`src/rtl/openmips_bus_pkg.sv`:
```
// Shared bus types for the instruction/data memory arbiter: widths, FSM
// state encoding, grant owner and the registered RAM request bundle.
package openmips_bus_pkg;

  localparam int ADDR_W   = 32;
  localparam int DATA_W   = 32;
  localparam int SEL_W    = 4;
  localparam int CNT_W    = 3;   // holds WAIT_CYC up to 7
  localparam int STREAK_W = 4;   // holds MAX_STREAK up to 15

  typedef enum logic [1:0] {
    ST_IDLE,
    ST_BUSY,
    ST_DONE
  } arb_state_e;

  typedef enum logic {
    OWN_FETCH,
    OWN_DATA
  } owner_e;

  typedef struct packed {
    logic              we;
    logic [SEL_W-1:0]  sel;
    logic [ADDR_W-1:0] addr;
    logic [DATA_W-1:0] wdata;
  } ram_req_t;

  // Data wins unless a fetch is also waiting and data has used up its streak.
  function automatic owner_e pick_owner(input logic if_req, input logic dm_req,
                                        input logic streak_ok);
    if (dm_req && (!if_req || streak_ok)) return OWN_DATA;
    return OWN_FETCH;
  endfunction

endpackage

```
`src/rtl/mem_bus_arbiter_if.sv`:
```
// Bus bundle between the CPU fetch/data ports, the arbiter and the RAM.
// slave = arbiter view, master = CPU/RAM side view.
interface mem_bus_arbiter_if;
  import openmips_bus_pkg::*;

  logic              if_req;
  logic [ADDR_W-1:0] if_addr;
  logic [DATA_W-1:0] if_rdata;
  logic              if_ack;

  logic              dm_req;
  logic              dm_we;
  logic [SEL_W-1:0]  dm_sel;
  logic [ADDR_W-1:0] dm_addr;
  logic [DATA_W-1:0] dm_wdata;
  logic [DATA_W-1:0] dm_rdata;
  logic              dm_ack;

  logic              ram_ce;
  logic              ram_we;
  logic [SEL_W-1:0]  ram_sel;
  logic [ADDR_W-1:0] ram_addr;
  logic [DATA_W-1:0] ram_wdata;
  logic [DATA_W-1:0] ram_rdata;

  logic              stall_req;

  modport slave (
    input  if_req, if_addr, dm_req, dm_we, dm_sel, dm_addr, dm_wdata, ram_rdata,
    output if_rdata, if_ack, dm_rdata, dm_ack,
    output ram_ce, ram_we, ram_sel, ram_addr, ram_wdata, stall_req
  );

  modport master (
    output if_req, if_addr, dm_req, dm_we, dm_sel, dm_addr, dm_wdata, ram_rdata,
    input  if_rdata, if_ack, dm_rdata, dm_ack,
    input  ram_ce, ram_we, ram_sel, ram_addr, ram_wdata, stall_req
  );

endinterface

```
`src/rtl/mem_bus_arbiter.sv`:
```
// Single-RAM arbiter between instruction fetch and data ports.
// Each access: one IDLE arbitration cycle, WAIT_CYC+1 cycles with ram_ce
// held, then one DONE cycle carrying the owner's ack. A streak counter stops
// a busy data port from starving instruction fetch.
module mem_bus_arbiter
  import openmips_bus_pkg::*;
#(
  parameter int WAIT_CYC   = 1,
  parameter int MAX_STREAK = 4
) (
  input  logic               clk,
  input  logic               rst_n,
  mem_bus_arbiter_if.slave   bus
);

  arb_state_e          state_q;
  owner_e              owner_q;
  logic [CNT_W-1:0]    cnt_q;
  logic [STREAK_W-1:0] streak_q;
  ram_req_t            ram_q;
  logic                ce_q;
  logic                if_ack_q, dm_ack_q;
  logic [DATA_W-1:0]   if_rdata_q, dm_rdata_q;

  logic     any_req;
  logic     streak_ok;
  owner_e   grant_d;
  ram_req_t grant_req_d;

  assign any_req   = bus.if_req | bus.dm_req;
  assign streak_ok = streak_q < STREAK_W'(MAX_STREAK);
  assign grant_d   = pick_owner(bus.if_req, bus.dm_req, streak_ok);

  // Build the RAM request for whichever port wins arbitration this cycle.
  always_comb begin
    grant_req_d = '0;
    if (grant_d == OWN_DATA) begin
      grant_req_d.we    = bus.dm_we;
      grant_req_d.sel   = bus.dm_sel;
      grant_req_d.addr  = bus.dm_addr;
      grant_req_d.wdata = bus.dm_wdata;
    end else begin
      // fetch is always a full-word read
      grant_req_d.we    = 1'b0;
      grant_req_d.sel   = '1;
      grant_req_d.addr  = bus.if_addr;
      grant_req_d.wdata = '0;
    end
  end

  // Arbitration FSM: grant, hold RAM for the wait count, ack for one cycle.
  always_ff @(posedge clk or negedge rst_n) begin
    if (!rst_n) begin
      state_q    <= ST_IDLE;
      owner_q    <= OWN_FETCH;
      cnt_q      <= '0;
      streak_q   <= '0;
      ram_q      <= '0;
      ce_q       <= 1'b0;
      if_ack_q   <= 1'b0;
      dm_ack_q   <= 1'b0;
      if_rdata_q <= '0;
      dm_rdata_q <= '0;
    end else begin
      if_ack_q <= 1'b0;
      dm_ack_q <= 1'b0;
      case (state_q)
        ST_IDLE: begin
          // a gap in data traffic ends the streak
          if (!bus.dm_req) streak_q <= '0;
          if (any_req) begin
            state_q <= ST_BUSY;
            owner_q <= grant_d;
            cnt_q   <= CNT_W'(WAIT_CYC);
            ram_q   <= grant_req_d;
            ce_q    <= 1'b1;
            if (grant_d == OWN_FETCH)
              streak_q <= '0;
            else if (bus.if_req && streak_q != STREAK_W'(MAX_STREAK))
              streak_q <= streak_q + 1'b1;
          end
        end
        ST_BUSY: begin
          if (cnt_q == '0) begin
            state_q  <= ST_DONE;
            ce_q     <= 1'b0;
            ram_q.we <= 1'b0;
            if (owner_q == OWN_FETCH) begin
              if_ack_q   <= 1'b1;
              if_rdata_q <= bus.ram_rdata;
            end else begin
              dm_ack_q <= 1'b1;
              // writes leave the last read data in place
              if (!ram_q.we) dm_rdata_q <= bus.ram_rdata;
            end
          end else begin
            cnt_q <= cnt_q - 1'b1;
          end
        end
        ST_DONE: state_q <= ST_IDLE;
        default: state_q <= ST_IDLE;
      endcase
    end
  end

  assign bus.ram_ce    = ce_q;
  assign bus.ram_we    = ram_q.we;
  assign bus.ram_sel   = ram_q.sel;
  assign bus.ram_addr  = ram_q.addr;
  assign bus.ram_wdata = ram_q.wdata;
  assign bus.if_ack    = if_ack_q;
  assign bus.dm_ack    = dm_ack_q;
  assign bus.if_rdata  = if_rdata_q;
  assign bus.dm_rdata  = dm_rdata_q;

  // Stall the pipeline while any port is waiting on an outstanding request.
  assign bus.stall_req = (bus.if_req & ~if_ack_q) | (bus.dm_req & ~dm_ack_q);

endmodule

```
`src/flat_wrapper.sv`:
```
// flat-port wrapper written by rule: the top's interface ports become plain ports
module mem_bus_arbiter_flat import openmips_bus_pkg::*;
#(
  parameter int WAIT_CYC   = 1,
  parameter int MAX_STREAK = 4
)
  (clk, rst_n, bus_if_req, bus_if_addr, bus_dm_req, bus_dm_we, bus_dm_sel, bus_dm_addr, bus_dm_wdata, bus_ram_rdata, bus_if_rdata, bus_if_ack, bus_dm_rdata, bus_dm_ack, bus_ram_ce, bus_ram_we, bus_ram_sel, bus_ram_addr, bus_ram_wdata, bus_stall_req);
  mem_bus_arbiter_if bus_i ();
  input  logic clk;
  input  logic rst_n;
  input wire logic [$bits(bus_i.if_req)-1:0] bus_if_req;
  input wire logic [$bits(bus_i.if_addr)-1:0] bus_if_addr;
  input wire logic [$bits(bus_i.dm_req)-1:0] bus_dm_req;
  input wire logic [$bits(bus_i.dm_we)-1:0] bus_dm_we;
  input wire logic [$bits(bus_i.dm_sel)-1:0] bus_dm_sel;
  input wire logic [$bits(bus_i.dm_addr)-1:0] bus_dm_addr;
  input wire logic [$bits(bus_i.dm_wdata)-1:0] bus_dm_wdata;
  input wire logic [$bits(bus_i.ram_rdata)-1:0] bus_ram_rdata;
  output wire logic [$bits(bus_i.if_rdata)-1:0] bus_if_rdata;
  output wire logic [$bits(bus_i.if_ack)-1:0] bus_if_ack;
  output wire logic [$bits(bus_i.dm_rdata)-1:0] bus_dm_rdata;
  output wire logic [$bits(bus_i.dm_ack)-1:0] bus_dm_ack;
  output wire logic [$bits(bus_i.ram_ce)-1:0] bus_ram_ce;
  output wire logic [$bits(bus_i.ram_we)-1:0] bus_ram_we;
  output wire logic [$bits(bus_i.ram_sel)-1:0] bus_ram_sel;
  output wire logic [$bits(bus_i.ram_addr)-1:0] bus_ram_addr;
  output wire logic [$bits(bus_i.ram_wdata)-1:0] bus_ram_wdata;
  output wire logic [$bits(bus_i.stall_req)-1:0] bus_stall_req;
  assign bus_i.if_req = bus_if_req;
  assign bus_i.if_addr = bus_if_addr;
  assign bus_i.dm_req = bus_dm_req;
  assign bus_i.dm_we = bus_dm_we;
  assign bus_i.dm_sel = bus_dm_sel;
  assign bus_i.dm_addr = bus_dm_addr;
  assign bus_i.dm_wdata = bus_dm_wdata;
  assign bus_i.ram_rdata = bus_ram_rdata;
  assign bus_if_rdata = bus_i.if_rdata;
  assign bus_if_ack = bus_i.if_ack;
  assign bus_dm_rdata = bus_i.dm_rdata;
  assign bus_dm_ack = bus_i.dm_ack;
  assign bus_ram_ce = bus_i.ram_ce;
  assign bus_ram_we = bus_i.ram_we;
  assign bus_ram_sel = bus_i.ram_sel;
  assign bus_ram_addr = bus_i.ram_addr;
  assign bus_ram_wdata = bus_i.ram_wdata;
  assign bus_stall_req = bus_i.stall_req;
  mem_bus_arbiter #(.WAIT_CYC(WAIT_CYC), .MAX_STREAK(MAX_STREAK)) u_core (.clk(clk), .rst_n(rst_n), .bus(bus_i));
endmodule
```
`config.mk`:
```
export PLATFORM = sky130hd
export DESIGN_NAME = mem_bus_arbiter_flat
export DESIGN_NICKNAME = d
export VERILOG_FILES = /design/src/rtl/openmips_bus_pkg.sv /design/src/rtl/mem_bus_arbiter_if.sv /design/src/rtl/mem_bus_arbiter.sv /design/src/flat_wrapper.sv
export SDC_FILE = /design/constraint.sdc
export NUM_CORES = 1
export LEC_CHECK = 0
export CAP_MARGIN = 20
export CORE_MARGIN = 4
export CORE_UTILIZATION = 35
export CTS_CLUSTER_DIAMETER = 100
export DETAILED_ROUTE_END_ITERATION = 6
export PLACE_DENSITY_LB_ADDON = 0.12
export SLEW_MARGIN = 0
export SYNTH_ARGS = -nofsm -noshare
export SYNTH_HDL_FRONTEND = slang
export SYNTH_SLANG_ARGS = --single-unit
```
`constraint.sdc`:
```
create_clock -name clk -period 3.1 [get_ports clk]
set_input_delay 0.775 -clock clk [delete_from_list [all_inputs] [get_ports clk]]
set_output_delay 0.775 -clock clk [all_outputs]
set_load 0.02 [all_outputs]
```
==> results.md, run 1 <==
* Status: finished clean
* Clock Skew at 7.89 ps
* Syn_area_per_cell at 13.0 µm²
* Cell Pwr Density at 1100 mW/mm²
* Area grow syn2layout at 59.0%
* Worst Setup End Kind: output pin
* Most common cell after layout, fill and taps aside: clkdlybuf4s50_1
* R2R setup slack at 1030 ps
* CP max-delay cell: clkdlybuf4s50_1
* Initial antenna violation count at 0
* Final #Nets at 868
* VDD IR-drop max at 0.543 mV
* DP Wirelength at 12500 µm
* Crit share post-route at 95.4%
* Die width at 139 µm
* Internal at 6.72 mW
* Gate power share at 47.6%
* All-Layer GR Usage at 18.0%
* CTS clk-pin slew, worst paths at 60 ps
* PortBufs at 273
* Starting Density at 36.0%
* CP Capture Point: bus_stall_req
* Area leader, netlist: dfrtp_1
* Ys async rst share at 100%
* Slew Limit Headroom at 42.3%
* Post-CTS sizing at 0
* Post-CTS Setup Inserts at 0
* Slack of the critical path at 144 ps
* Crit Path Class: in2out
* Seq/Total Area, Yosys at 60.7%
* CTS tree: built
* Critical Path Most Common Cell: clkdlybuf4s50_1
* TritonCTS Sinks at 146
* Worst path required time at 2320 ps
* Mapped Cells at 462
* Critical-path maximum fanout at 2
* Worst path cell trace: clkdlybuf4s50_1 -> inv_1 -> o22ai_1 -> clkdlybuf4s50_1
* Ratio of cells with drive above 1 in the final layout at 11.5%
* Commonest cells after routing, fill and taps aside: clkdlybuf4s50_1 (272), dfrtp_1 (146), inv_1 (39)
* CP Depth at 4
* Ranking of synthesized cells by area: dfrtp_1 (61%), mux2_2 (6.6%), mux2_1 (5.6%)
* Via/cell ratio at 5.01
* Setup TNS at 0 ps
* Hold Fails Final Rpt at 0
* # diodes at 0
* Core ar. at 0.0167 mm²
* Clock power share at 20.9%
* Post-Route Utilization at 57.3%
* Minimum clock period after layout at 2960 ps
* Die H at 139 µm
* Post-synth top flop: dfrtp_1
* Post-synthesis cell area at 0.00602 mm²
* Share of power burned in registers at 31.5%
* Launch point of the worst path: bus_if_req
* DR iter-0 viols at 252
* CP top delay family: buffers and inverters
* Crit path arrival time at 2180 ps
* MaxCap Viol Count at 0
* Gpl congestion at 0.780
* Total power at 10.5 mW
* R2R cell count at 6
* Critical Path Max Stage Delay at 710 ps
* Switching pwr at 3.82 mW
* I/O pin cnt at 274
* Worst r2r src: u_core.cnt_q[0]
* Num CTS Buffers at 17
* FMAX at 338 MHz
* First-pass GRT wire length at 27800 µm
* Worst Hold Class: in2async
* Reg2reg end: u_core.bus.dm_rdata[2]
* Setup WS pre-CTS at 147 ps
* Total number of vias at 4806
* CTS Hold Bufs at 0
* Clk_lat worst skew at 420 ps
* WP buf/inv at 3
* Syn Nets at 603
* Final wirelength at 17600 µm
* Largest net degree at the start of global routing at 62
* Num rows at 47
* Worst slew pin tran at 865 ps
* Die area at 0.0193 mm²
* Grt ovf at 0
* FF+latch count, synth at 146
* Sw frac at 36.3%
* Routed len/inst at 18.3 µm
* Yosys top cell area share at 60.7%
* Ys Warns at 0
* Root buf cell: clkbuf_16
* Pre-antenna DRT Iters at 4
* Critical Path Source Type: input pin
* Number of synthesized flops with an enable pin at 0
* Final setup fails at 0
* Antenna viol nets, final at 0
* Vias in the first global route at 5280
* Slew Limit Fails at 0
* H-tree levels at 4
* P_leak at 4.04 nW
* RSZ-0062 raised after global routing: false
* Drt drc at 0
* CTS Buffer Depth at 2
* Netlist cell types at 35
[power by group through the flow]
| stage | combinational [mW] | sequential [mW] | clock [mW] |
|---|---|---|---|
| after floorplan | 1.68 | 4.34 | 0 |
| after global placement | 4.98 | 3.32 | 0 |
| after detailed placement | 5.08 | 3.34 | 0 |
| after CTS | 5.08 | 3.33 | 2.25 |
| after global routing | 5.34 | 3.44 | 2.34 |
| final | 5.01 | 3.32 | 2.21 |
[cells in the mapped netlist, types with 2 or more instances]
| cell type | n |
|---|---|
| and3_1 | 2 |
| nand3_1 | 34 |
| mux2_2 | 35 |
| dfrtp_1 | 146 |
| ha_1 | 4 |
| clkbuf_1 | 18 |
| buf_2 | 11 |
| buf_4 | 4 |
| o221ai_1 | 32 |
| nand4_1 | 33 |
| inv_1 | 39 |
| and2_1 | 4 |
| buf_6 | 6 |
| o22a_1 | 4 |
| mux2_1 | 30 |
| nor2_2 | 2 |
| a21oi_1 | 2 |
| nand2_1 | 5 |
| nor2_1 | 2 |
| a22o_1 | 34 |
[worst min-delay path by stage]
stage / slack (ps) / depth (start not counted) / to / startpoint
6_report: 280 / 1 / u_core.bus.if_rdata[16] / rst_n
3_3_place_gp: 460 / 2 / u_core.bus.ram_ce / u_core.bus.ram_ce
4_1_cts: 300 / 1 / u_core.bus.if_rdata[16] / rst_n
3_5_place_dp: 470 / 2 / u_core.bus.ram_ce / u_core.bus.ram_ce
5_1_grt: 310 / 1 / u_core.bus.ram_wdata[15] / rst_n
2_1_floorplan: 460 / 1 / u_core.cnt_q[1] / u_core.cnt_q[1]
[layout make-up]
type | instances | area [µm²]
Inverter | 40 | 150
Clock buffer | 21 | 460
Timing Repair Buffer | 285 | 2850
Tap cell | 220 | 275
Multi-Input combinational cell | 237 | 2000
Sequential cell | 146 | 3650
Fill cell | 1378 | 7140
Clock inverter | 11 | 174
[state kept, by name, indices dropped and copies added (netlist names), 2 cells and up]
register	cells
u_core.bus.ram_wdata	32
u_core.bus.if_rdata	32
u_core.state_q	2
u_core.cnt_q	3
u_core.bus.ram_sel	4
u_core.bus.dm_rdata	32
u_core.streak_q	4
u_core.bus.ram_addr	32
[per-stage QoR]
| stage | cell area (µm²) | cells | hold WS (ps) |
|---|---|---|---|
| finish | 9560 | 960 | 284 |
| detailed placement | 8930 | 928 | 471 |
| floorplan | 6020 | 462 | 456 |
| CTS | 9560 | 960 | 297 |
| global route | 9560 | 960 | 307 |
| global placement | 8930 | 928 | 464 |
[cell families (layout without fill, tap and decap cells)]
family	after synthesis	after routing	synth area share, %
adder cells (fa/ha/maj)	4	4	0.832
multiplexers	65	65	12.2
AO/OA/AOI/OAI	80	80	11.3
flip-flops	146	146	60.7
AND/OR/NAND/NOR	88	88	8.78
buffers and inverters	79	357	6.16
[per-layer routing]
layer,vias up,share of wire [%],track usage (%)
met3,36,6.9,6.45
met1,2370,40,20.7
met2,175,50,30.1
li1,2225,-,-
met4,0,3.2,8.19
met5,-,0,0
[worst reg2reg max path: cells and delay by family (launching register included)]
family | cells | cell delay (ps)
fa+ha+maj | 1 | 240
buf+inv | 2 | 230
mux | 1 | 500
simple gates | 2 | 590
flops | 1 | 390
(Power assumes the default switching activity.)
==> inputs of run 2 (changes only) <==
- GPL_ROUTABILITY_DRIVEN: unset -> 0
- clock period: 3.1 -> 3.3 ns (I/O delays scaled with it)
==> results.md, run 2 (synthesis results as in run 1) <==
* Switching pwr at 3.61 mW (-5.6%)
* Layout fillers at 1392 (+1.0%)
* CTS Hold Bufs at 0 (unchanged)
* TritonCTS Sinks at 146 (unchanged)
* Die width at 139 µm (unchanged)
* Share of power burned in registers at 31.2% (-0.3 points)
* VDD IR-drop max at 0.436 mV (-20%)
* WP buf/inv at 3 (unchanged)
* Pre-antenna DRT Iters at 5 (+1)
* PortBufs at 273 (unchanged)
* Die area at 0.0193 mm² (unchanged)
* Crit Path Class: in2out
* CP top delay family: buffers and inverters
* Num CTS Buffers at 17 (unchanged)
* DP Wirelength at 12500 µm (about the same)
* Setup TNS at 0 ps (unchanged)
* CP max-delay cell: clkdlybuf4s50_1
* Non-Filler Instances at 960 (unchanged)
* Core ar. at 0.0167 mm² (unchanged)
* Commonest cells after routing, fill and taps aside: clkdlybuf4s50_1 (272), dfrtp_1 (146), inv_1 (39)
* Num rows at 47 (unchanged)
* Critical Path Source Type: input pin
* Placed Instances at 928 (unchanged)
* Via/cell ratio at 4.97 (-0.81%)
* CTS Buffer Depth at 2 (unchanged)
* Gate power share at 47.3% (-0.3 points)
* Final setup fails at 0 (unchanged)
* Final #Nets at 868 (unchanged)
* Worst path required time at 2470 ps (+150 ps)
* Total number of vias at 4767 (-0.81%)
* Worst Setup End Kind: output pin
* Slew Limit Headroom at 56.8% (+14 points)
* Vias in the first global route at 5158 (-2.3%)
* Hold Fails Final Rpt at 0 (unchanged)
* Internal at 6.37 mW (-5.1%)
* DR iter-0 viols at 191 (-24%)
* FMAX at 329 MHz
* Worst path cell trace: clkdlybuf4s50_1 -> inv_1 -> o22ai_1 -> clkdlybuf4s50_1
* CTS tree: built
* Cell Pwr Density at 1040 mW/mm² (-5.6%)
* Status: finished clean
* Most common cell after layout, fill and taps aside: clkdlybuf4s50_1
* Clock Skew at 11.0 ps (+3.10 ps)
* Routed len/inst at 18.2 µm (-0.65%)
* Starting Density at 36.0% (unchanged)
* R2R setup slack at 1250 ps (+220 ps)
* MaxCap Viol Count at 0 (unchanged)
* Clk_lat worst skew at 420 ps (about the same)
* Crit path arrival time at 2210 ps (+30 ps)
* Post-CTS Setup Inserts at 0 (unchanged)
* Worst slew pin tran at 649 ps (-216 ps)
* All-Layer GR Usage at 18.1% (+0.086 points)
* Final wirelength at 17500 µm (-0.65%)
* Critical Path Max Stage Delay at 700 ps (about the same)
* Area grow syn2layout at 59.5%
* Largest net degree at the start of global routing at 68 (+9.7%)
* First-pass GRT wire length at 27800 µm (+0.17%)
* CTS clk-pin slew, worst paths at 60 ps (about the same)
* RSZ-0062 raised after global routing: false
* Initial antenna violation count at 0 (unchanged)
* Crit share post-route at 92.1%
* H-tree levels at 4 (unchanged)
* Root buf cell: clkbuf_16
* Sw frac at 36.1% (-0.13 points)
* Minimum clock period after layout at 3040 ps
* Slew Limit Fails at 0 (unchanged)
* Ratio of cells with drive above 1 in the final layout at 11.8% (+0.27 points)
* P_leak at 4.06 nW (+0.52%)
* Grt ovf at 0 (unchanged)
* Die H at 139 µm (unchanged)
* Antenna viol nets, final at 0 (unchanged)
* Critical-path maximum fanout at 2 (unchanged)
* Worst Hold Class: in2async
* Clock power share at 21.5% (+0.6 points)
* Drt drc at 0 (unchanged)
* I/O pin cnt at 274 (unchanged)
* Post-CTS sizing at 0 (unchanged)
* # diodes at 0 (unchanged)
* Critical Path Most Common Cell: clkdlybuf4s50_1
run 2: cell types whose count changed in the layout (fill, tap and decap cells not counted):
cell,previous run,this run
clkbuf_8,2,1
bufinv_16,4,5
clkinvlp_4,3,1
clkinv_4,0,3
inv_6,3,4
clkbuf_1,2,0
run 2: routing by layer:
metal  wire length [µm]  GRT usage (%)  up-vias
li1                   -              -     2227
met1               6910           20.9     2332
met2               8950           31.1      177
met3               1180           5.97       31
met4                426           6.95        0
met5                  0              0        -
run 2: area by class of cell:
type                    instances  area, µm²  area share, %
well taps                     220        275           2.87
clock inverters                14        224           2.33
repair buffers                285       2850           29.7
clock buffers                  18        439           4.58
inverters                      40        150           1.57
multi-input cells             237       2000           20.9
flip-flops and latches        146       3650           38.1
run 2: stage by stage:
step / power [mW] / cell area, µm² / hold slack, ps / setup slack, ps / utilization [%]
6_report: 9.98 / 9590 / 396 / 261 / 57.4
3_3_place_gp: 7.80 / 8930 / 464 / 246 / 53.5
5_1_grt: 10.5 / 9590 / 440 / 231 / 57.4
4_1_cts: 10.1 / 9590 / 424 / 250 / 57.4
2_1_floorplan: 5.65 / 6020 / 456 / 998 / -
3_5_place_dp: 7.92 / 8930 / 480 / 250 / 53.5
run 2: worst paths after layout:
check / from / endpoint / depth (start not counted)
max: bus_if_req / bus_stall_req / 4
min: rst_n / u_core.bus.if_rdata[16] / 1
max reg2reg: u_core.cnt_q[0] / u_core.bus.dm_rdata[31] / 6
min reg2reg: u_core.bus.dm_rdata[5] / u_core.bus.dm_rdata[5] / 1
max in group asynchronous: rst_n / u_core.bus.ram_addr[1] / 2
min in group clk: u_core.bus.dm_rdata[5] / u_core.bus.dm_rdata[5] / 1
run 2: worst reg2reg max path, cell delays in order (launching register included):
cell and delay (ps):
dfrtp_1 380, inv_1 110, ha_1 240, nand4bb_4 170, inv_2 120, nand3b_4 410, mux2_1 510
run 2: power groups by stage:
| stage | logic, mW | registers (mW) | clock network (mW) |
|---|---|---|---|
| after floorplan | 1.57 | 4.08 | 0 |
| after global placement | 4.68 | 3.12 | 0 |
| after detailed placement | 4.78 | 3.14 | 0 |
| after CTS | 4.79 | 3.13 | 2.20 |
| after global routing | 5.02 | 3.23 | 2.27 |
| final | 4.72 | 3.12 | 2.15 |
==> inputs of run 3 (changes only) <==
- CORE_ASPECT_RATIO: unset -> 0.9
==> results.md, run 3 (synthesis results as in run 1) <==
* Crit path arrival time at 2270 ps (+60 ps)
* Num CTS Buffers at 17 (unchanged)
* Worst hold slack at 348 ps (-48.3 ps)
* Commonest cells after routing, fill and taps aside: clkdlybuf4s50_1 (272), dfrtp_1 (146), inv_1 (39)
* Slew Limit Fails at 0 (unchanged)
* Crit Path Class: in2out
* Die H at 132 µm (-4.8%)
* Minimum clock period after layout at 3090 ps (+55.0 ps)
* Final #Nets at 870 (+0.23%)
* Worst Setup End Kind: output pin
* # diodes at 0 (unchanged)
* Cell Pwr Density at 1030 mW/mm² (-0.62%)
* PortBufs at 273 (unchanged)
* Clock Skew at 8.88 ps (-2.11 ps)
* Post-CTS Setup Inserts at 0 (unchanged)
* Slew Limit Headroom at 53.9% (-2.9 points)
* Initial antenna violation count at 0 (unchanged)
* Most common cell after layout, fill and taps aside: clkdlybuf4s50_1
* Post-Route Utilization at 56.6% (-0.85 points)
* Worst Hold Class: in2async
* DR iter-0 viols at 243 (+27%)
* Via/cell ratio at 5.12 (+3.0%)
* RSZ-0062 raised after global routing: false
* Total power at 9.88 mW (-0.98%)
* Ratio of cells with drive above 1 in the final layout at 12.0% (+0.24 points)
* Antenna viol nets, final at 0 (unchanged)
* Vias in the first global route at 5146 (-0.23%)
* TritonCTS Sinks at 146 (unchanged)
* All-Layer GR Usage at 18.3% (+0.21 points)
* Starting Density at 35.6% (-0.41 points)
* VDD IR-drop max at 0.521 mV (+20%)
* Core ar. at 0.0169 mm² (+1.1%)
* Critical-path maximum fanout at 5 (+3)
* Grt ovf at 0 (unchanged)
* H-tree levels at 4 (unchanged)
* Routed len/inst at 18.4 µm (+1.4%)
* Clk_lat worst skew at 420 ps (about the same)
* I/O pin cnt at 274 (unchanged)
* Largest net degree at the start of global routing at 65 (-4.4%)
* Final wirelength at 17600 µm (+0.64%)
* Worst r2r src: u_core.cnt_q[0]
* FMAX at 323 MHz (-1.8%)
* CTS clk-pin slew, worst paths at 60 ps (about the same)
* Critical Path Source Type: input pin
* Total number of vias at 4876 (+2.3%)
* Crit share post-route at 93.7% (+1.7 points)
* Die width at 146 µm (+5.1%)
* Launch point of the worst path: bus_if_req
* Worst slew pin tran at 692 ps (+43.2 ps)
* Hold Fails Final Rpt at 0 (unchanged)
* First-pass GRT wire length at 28100 µm (+1.1%)
* Root buf cell: clkbuf_16
* CTS tree: built
* Die area at 0.0194 mm² (about the same)
* Pre-antenna DRT Iters at 4 (-1)
* P_leak at 4.05 nW (-0.30%)
* CTS Hold Bufs at 0 (unchanged)
* Layout fillers at 1402 (+0.72%)
* Post-CTS sizing at 0 (unchanged)
* CTS Buffer Depth at 2 (unchanged)
* Worst path required time at 2470 ps (about the same)
* Area grow syn2layout at 58.9%
* Setup TNS at 0 ps (unchanged)
* Drt drc at 0 (unchanged)
* DP Wirelength at 12300 µm (-1.0%)
* Final setup fails at 0 (unchanged)
* MaxCap Viol Count at 0 (unchanged)
* Status: finished clean
* Num rows at 45 (-4.3%)
[run 3: cell count changes in the layout (fill, tap and decap cells not counted)]
cell        previous run  this run
inv_6                  4         5
clkinvlp_4             1         2
inv_8                  0         1
bufinv_16              5         3
clkinv_4               3         2
buf_4                 10        12
clkbuf_8               1         0
clkinv_8               0         1
[run 3: layout make-up]
type,count,area (µm²),area share [%]
repair buffers,287,2860,30.0
well taps,211,264,2.76
clock inverters,15,199,2.08
inverters,40,150,1.57
multi-input cells,237,2000,20.9
clock buffers,17,425,4.45
flip-flops and latches,146,3650,38.2
[run 3: metal layers]
metal / GRT usage (%) / up-vias / wire length [µm]
li1: - / 2237 / -
met1: 23.0 / 2426 / 7220
met2: 29.1 / 184 / 8540
met3: 7.29 / 29 / 1480
met4: 5.64 / 0 / 336
met5: 0 / - / 0
[run 3: final timing paths]
path                                                 to  slack (ps)  cells past startpoint
worst max-delay path                      bus_stall_req         210                      4
worst min-delay path            u_core.bus.ram_addr[19]         350                      1
worst max register to register  u_core.bus.dm_rdata[11]        1220                      6
worst min register to register  u_core.bus.dm_rdata[31]         490                      1
max in group asynchronous       u_core.bus.if_rdata[11]        2150                      2
min in group clk                u_core.bus.dm_rdata[31]         490                      1
[run 3: worst max-delay path: stages]
cell and delay [ps]:
clkdlybuf4s50_1 570, inv_1 60, o22ai_1 160, clkdlybuf4s50_1 650
[run 3: through the flow]
step / std cells / cell area, µm² / setup slack (ps)
floorplan: 462 / 6020 / 998
global placement: 921 / 8930 / 182
detailed placement: 921 / 8930 / 186
CTS: 953 / 9560 / 180
global route: 953 / 9560 / 140
finish: 953 / 9560 / 206
[run 3: where the power goes]
group | total [mW] | internal, mW | switching, mW
combinational | 4.73 | 2.37 | 2.37
sequential | 3.13 | 2.65 | 0.481
clock | 2.02 | 1.21 | 0.808
